File: config.mk
export PLATFORM = sky130hd
export DESIGN_NAME = inv_sub_bytes_iter
export DESIGN_NICKNAME = d
export VERILOG_FILES = /design/src/rtl/aes_pkg.sv /design/src/rtl/sub_bytes_lane.sv /design/src/rtl/inv_sub_bytes_iter.sv
export SDC_FILE = /design/constraint.sdc
export NUM_CORES = 2
export LEC_CHECK = 0
export BUFFER_PORTS_ARGS = -buffer_cell sky130_fd_sc_hd__buf_4
export CORE_MARGIN = 2
export CORE_UTILIZATION = 40
export CTS_CLUSTER_SIZE = 14
export DETAILED_ROUTE_END_ITERATION = 6
export SYNTH_ARGS = -nofsm -noshare
export SYNTH_HDL_FRONTEND = slang
export SYNTH_SLANG_ARGS = --single-unit
File: constraint.sdc
create_clock -name CLK -period 15.56 [get_ports CLK]
set_input_delay 0.778 -clock CLK [delete_from_list [all_inputs] [get_ports CLK]]
set_output_delay 0.778 -clock CLK [all_outputs]
set_load 0.005 [all_outputs]
File: src/rtl/aes_pkg.sv
// Shared AES byte/state types, FSM encoding and the S-box arithmetic used by the substitution lanes.
// The S-boxes are built from GF(2^8) inversion and the affine map, so no table has to be maintained by hand.
package aes_pkg;

    localparam int BYTE_W      = 8;
    localparam int STATE_BYTES = 16;

    typedef logic [BYTE_W-1:0]               byte_t;
    typedef logic [0:STATE_BYTES*BYTE_W-1]   state_t;

    typedef enum logic [1:0] {
        ST_IDLE,
        ST_ISSUE,
        ST_DRAIN,
        ST_HOLD
    } fsm_state_t;

    function automatic bit legal_lanes(int lanes);
        return lanes inside {1, 2, 4, 8, 16};
    endfunction

    function automatic byte_t rotl(byte_t x, int n);
        return byte_t'((x << n) | (x >> (BYTE_W - n)));
    endfunction

    function automatic byte_t gf_mul(byte_t a, byte_t b);
        byte_t p;
        byte_t x;
        p = '0;
        x = a;
        for (int i = 0; i < BYTE_W; i++) begin
            if (b[i]) p = p ^ x;
            x = {x[6:0], 1'b0} ^ (x[7] ? 8'h1B : 8'h00);
        end
        return p;
    endfunction

    // a^254 is the multiplicative inverse in GF(2^8), and maps 0 to 0 as AES requires.
    function automatic byte_t gf_inv(byte_t a);
        byte_t r;
        byte_t p;
        r = 8'h01;
        p = a;
        for (int i = 0; i < BYTE_W; i++) begin
            if (i != 0) r = gf_mul(r, p);
            p = gf_mul(p, p);
        end
        return r;
    endfunction

    function automatic byte_t fwd_sbox(byte_t x);
        byte_t v;
        v = gf_inv(x);
        return v ^ rotl(v, 1) ^ rotl(v, 2) ^ rotl(v, 3) ^ rotl(v, 4) ^ 8'h63;
    endfunction

    function automatic byte_t inv_sbox(byte_t s);
        return gf_inv(rotl(s, 1) ^ rotl(s, 3) ^ rotl(s, 6) ^ 8'h05);
    endfunction

endpackage

File: src/rtl/sub_bytes_lane.sv
// One substitution lane: synchronous inverse S-box ROM, one cycle from address to data, loads only on rd_en_i.
// With SUBBYTES_FWD_EN a forward ROM sits alongside and mode_i (1 = forward) selects the result.
module sub_bytes_lane
    import aes_pkg::*;
(
    input  logic  clk_i,
    input  logic  rd_en_i,
    input  byte_t addr_i,
`ifdef SUBBYTES_FWD_EN
    input  logic  mode_i,
`endif
    output byte_t data_o
);

    byte_t inv_q;

    always_ff @(posedge clk_i) begin
        if (rd_en_i) inv_q <= inv_sbox(addr_i);
    end

`ifdef SUBBYTES_FWD_EN
    byte_t fwd_q;

    always_ff @(posedge clk_i) begin
        if (rd_en_i) fwd_q <= fwd_sbox(addr_i);
    end

    assign data_o = mode_i ? fwd_q : inv_q;
`else
    assign data_o = inv_q;
`endif

endmodule

File: src/rtl/inv_sub_bytes_iter.sv
// Iterative InvSubBytes: LANES bytes per beat, OUT_VALID 16/LANES+2 cycles after acceptance; one state in flight,
// IN_READY only in IDLE and the result is held stable until OUT_READY. SUBBYTES_FWD_EN adds MODE (1 = forward S-box).
module inv_sub_bytes_iter
    import aes_pkg::*;
#(
    parameter int LANES   = 4,
    parameter int STATE_W = 128
) (
    input  logic               CLK,
    input  logic               RST,
    input  logic               IN_VALID,
    output logic               IN_READY,
    input  logic [0:STATE_W-1] IN_STATE,
`ifdef SUBBYTES_FWD_EN
    input  logic               MODE,
`endif
    output logic               OUT_VALID,
    input  logic               OUT_READY,
    output logic [0:STATE_W-1] OUT_STATE,
    output logic               BUSY
);

    localparam int N  = STATE_BYTES / LANES;
    localparam int BW = (N > 1) ? $clog2(N) : 1;

    if (!legal_lanes(LANES)) begin : g_bad_lanes
        $error("inv_sub_bytes_iter: LANES=%0d is not one of 1,2,4,8,16", LANES);
    end
    if (STATE_W != STATE_BYTES * BYTE_W) begin : g_bad_width
        $error("inv_sub_bytes_iter: STATE_W=%0d must be 128", STATE_W);
    end

    fsm_state_t      state_q, state_d;
    logic [BW-1:0]   beat_q, beat_d;
    logic [BW-1:0]   wr_beat_q;
    logic            wr_vld_q;
    logic            rd_en;
    state_t          in_q;
    state_t          out_q;
    byte_t           rom_addr [LANES];
    byte_t           lane_dat [LANES];
`ifdef SUBBYTES_FWD_EN
    logic            mode_q;
`endif

    always_comb begin
        state_d = state_q;
        beat_d  = beat_q;
        rd_en   = 1'b0;
        case (state_q)
            ST_IDLE: begin
                if (IN_VALID) begin
                    state_d = ST_ISSUE;
                    beat_d  = '0;
                end
            end
            ST_ISSUE: begin
                rd_en = 1'b1;
                if (beat_q == BW'(N - 1)) state_d = ST_DRAIN;
                else                      beat_d  = beat_q + BW'(1);
            end
            ST_DRAIN: state_d = ST_HOLD;
            ST_HOLD:  if (OUT_READY) state_d = ST_IDLE;
            default:  state_d = ST_IDLE;
        endcase
    end

    always_comb begin
        for (int l = 0; l < LANES; l++) begin
            rom_addr[l] = in_q[(int'(beat_q) * LANES + l) * BYTE_W +: BYTE_W];
        end
    end

    // ROM data trails its address by one cycle, so the write slot is the previous beat.
    always_ff @(posedge CLK) begin
        if (RST) begin
            state_q   <= ST_IDLE;
            beat_q    <= '0;
            wr_beat_q <= '0;
            wr_vld_q  <= 1'b0;
            in_q      <= '0;
            out_q     <= '0;
`ifdef SUBBYTES_FWD_EN
            mode_q    <= 1'b0;
`endif
        end else begin
            state_q   <= state_d;
            beat_q    <= beat_d;
            wr_beat_q <= beat_q;
            wr_vld_q  <= rd_en;
            if (state_q == ST_IDLE && IN_VALID) begin
                in_q   <= IN_STATE;
`ifdef SUBBYTES_FWD_EN
                mode_q <= MODE;
`endif
            end
            if (wr_vld_q) begin
                for (int l = 0; l < LANES; l++) begin
                    out_q[(int'(wr_beat_q) * LANES + l) * BYTE_W +: BYTE_W] <= lane_dat[l];
                end
            end
        end
    end

    for (genvar l = 0; l < LANES; l++) begin : g_lane
        sub_bytes_lane u_lane (
            .clk_i   (CLK),
            .rd_en_i (rd_en),
            .addr_i  (rom_addr[l]),
`ifdef SUBBYTES_FWD_EN
            .mode_i  (mode_q),
`endif
            .data_o  (lane_dat[l])
        );
    end

    assign IN_READY  = (state_q == ST_IDLE) && !RST;
    assign OUT_VALID = (state_q == ST_HOLD);
    assign OUT_STATE = out_q;
    assign BUSY      = (state_q != ST_IDLE);

endmodule
==> summary.txt <==
First-pass GRT wire length - 369000 um
Post-synth top area share - 0.205
Placed inst area - 78000 um^2
Via count - 71565
Crit. End Element - flop
Sink Count - 295
Global route overflow - 0
Final setup viols - 0
# hold bufs at CTS - 0
Inserted Clock Buffers - 34
Die area - 181000 um^2
Final Cell Area - 84300 um^2
Dpl hpwl - 171000 um
Port buffer count - 262
CP arrival - 15.22 ns
DRT antenna net count - 0
Final TNS setup - 0 ns
Via/cell ratio - 5.70
Die X - 426 um
Cell mode on critical path - xnor2_1
H-tree Lvls - 2
Critical path's slowest cell - or4b_1
Max Slew Vio Count - 0
1st-iter DRT viols - 6111
Sequential area share after synthesis - 0.0876
Largest net degree at the start of global routing - 93
Top_reg_cell synth - dfxtp_1
CTS tree - yes
CTS root buf - clkbuf_16
Status - finished, final reports clean
Tightest Hold Check Type - in2reg
Tcrit/Tclk final - 0.957
Die height - 426 um
Post-synth EDFFs - 32
Most frequent cell after synthesis - xnor2_1
Yosys top cell by area - xnor2_1
Gr usage total - 0.244
Share of synthesized flip-flops with an asynchronous set or reset - 0
Clk buf depth - 3
Drt wl/cell - 18.7 um
WHS - 0.440 ns
Worst Tran Pin Value - 1.29 ns
TritonRoute pass-1 iters - 6
Fmax achieved - 67.2 MHz
Mapped Cells - 9720
Commonest cells post-synth - xnor2_1, nand2_1, nor2_1
Post-Syn Area - 71100 um^2
Initial Util - 0.403
Final worst clock skew - 0.0336 ns
Mapped Nets - 9886
Worst EP required - 15.89 ns
Clock slew at the register clock pins of the worst setup and hold paths - 0.06 ns
CORE AREA - 176000 um^2
Share of layout cells above drive strength 1 - 0.190
RSZ-0062 raised after global routing - true
Initial antenna violation count - 1
Max-slew headroom - 0.136
Critical Path Start Type - flop
Ports - 263
Gp weighted congestion - 0.927
Warnings from Yosys - 0
Synthesized area per cell - 7.31 um^2
Worst skew pair latency - 0.59 ns
Fin crit period - 14.89 ns
Final hold vios - 0
Total Wirelength - 234000 um
Nets - 10353
CP max stage delay - 0.63 ns
# DRC - 0
Count of cell types in the netlist - 122
Worst-path maximum fanout - 13
Top post-synthesis cells by area - xnor2_1, dfxtp_1, xnor3_1
Maxcap violations - 0
Vias in the first global route - 66609
Layout area overhead - 18.7%
Yosys reg bits - 295
Num rows - 154
Kind of critical path - reg2reg
state kept, by name (all words and copies together), names as in the netlist:
register / cells
OUT_STATE: 128
in_q: 128
g_lane.u_lane.data_o: 32
beat_q: 2
state_q: 2
wr_beat_q: 2
wr_vld_q: 1
placed cells by master (no fill, tap or decap), types with 45 or more instances in the layout:
master    instances
a31oi_1          76
xor2_2           68
xor2_1          420
and3_1           55
a22oi_1          55
o22ai_1         133
xnor3_1         198
mux2i_1         249
a21oi_1         755
inv_1            82
nor3_1          222
and2_1           51
or3_1            47
nor2_1         1187
o211ai_1         89
xnor2_4          75
nand2_1        1358
nor2b_1          75
xnor2_1        1469
dfxtp_1         261
o21ai_0         360
a211oi_1         83
nand2b_1         63
nand3_1         227
mux2_2           57
buf_4          1075
o21ai_1          45
xnor2_2         239
metrics by stage:
| stage | std cells | util | setup slack [ns] |
|---|---|---|---|
| final | 12552 | 0.478 | 0.674 |
| after floorplan | 9720 | - | 0.0224 |
| after CTS | 12316 | 0.454 | 0.000353 |
| after detailed placement | 12224 | 0.442 | -0.769 |
| after global placement | 12224 | 0.442 | -0.577 |
| after global routing | 12552 | 0.478 | -0.114 |
layout make-up:
cell class | count | area, um^2
Fill cell | 17186 | 92000
Multi-Input combinational cell | 8637 | 65000
Tap cell | 2340 | 2930
Antenna cell | 1 | 2.50
Inverter | 110 | 420
Clock buffer | 48 | 976
Timing Repair Buffer | 1109 | 8660
Clock inverter | 12 | 103
Sequential cell | 295 | 6230
path summary, 6_finish.rpt:
check | from | slack (ns) | end | depth (start not counted)
hold reg to reg | in_q[2] | 0.45 | in_q[2] | 2
setup reg to reg | beat_q[0] | 0.67 | g_lane[3].u_lane.data_o[3] | 57
setup / recovery | beat_q[0] | 0.67 | g_lane[3].u_lane.data_o[3] | 57
hold / removal | IN_STATE[18] | 0.44 | in_q[109] | 3
critical path, delay by kind of cell (launching register included):
family / cells / cell delay [ns]
xor gates and xnor gates: 15 / 3.97
and+or+nand+nor: 15 / 4.01
buffers and inverters: 5 / 0.83
AOI/OAI and AO/OA: 18 / 3.92
adders and majority gates: 2 / 0.60
DFF: 1 / 0.43
muxes: 2 / 0.86
repair_timing:
| action | 4_1_cts | 5_1_grt |
|---|---|---|
| gates cloned | 0 | 4 |
| gates resized for setup | 92 | 334 |
| buffers inserted | 32 | 231 |
| setup endpoints to repair | 32 | 32 |
| pin swaps | 16 | 128 |
cells by family after synthesis:
| family | share of synthesized area |
|---|---|
| adders and majority gates | 0.00683 |
| DFF | 0.0876 |
| xor gates and xnor gates | 0.394 |
| and+or+nand+nor | 0.215 |
| AOI/OAI and AO/OA | 0.190 |
| muxes | 0.0573 |
| buffers and inverters | 0.0481 |
routing by layer:
layer  global-route usage  part of all wire
met2                0.414              0.48
met1                0.334              0.44
met3               0.0125             0.053
met5                    0                 0
met4               0.0676             0.025
Power is left out: the tool's default activity adds up to more than one toggle a clock period on the data nets, which glitch-free logic cannot reach.
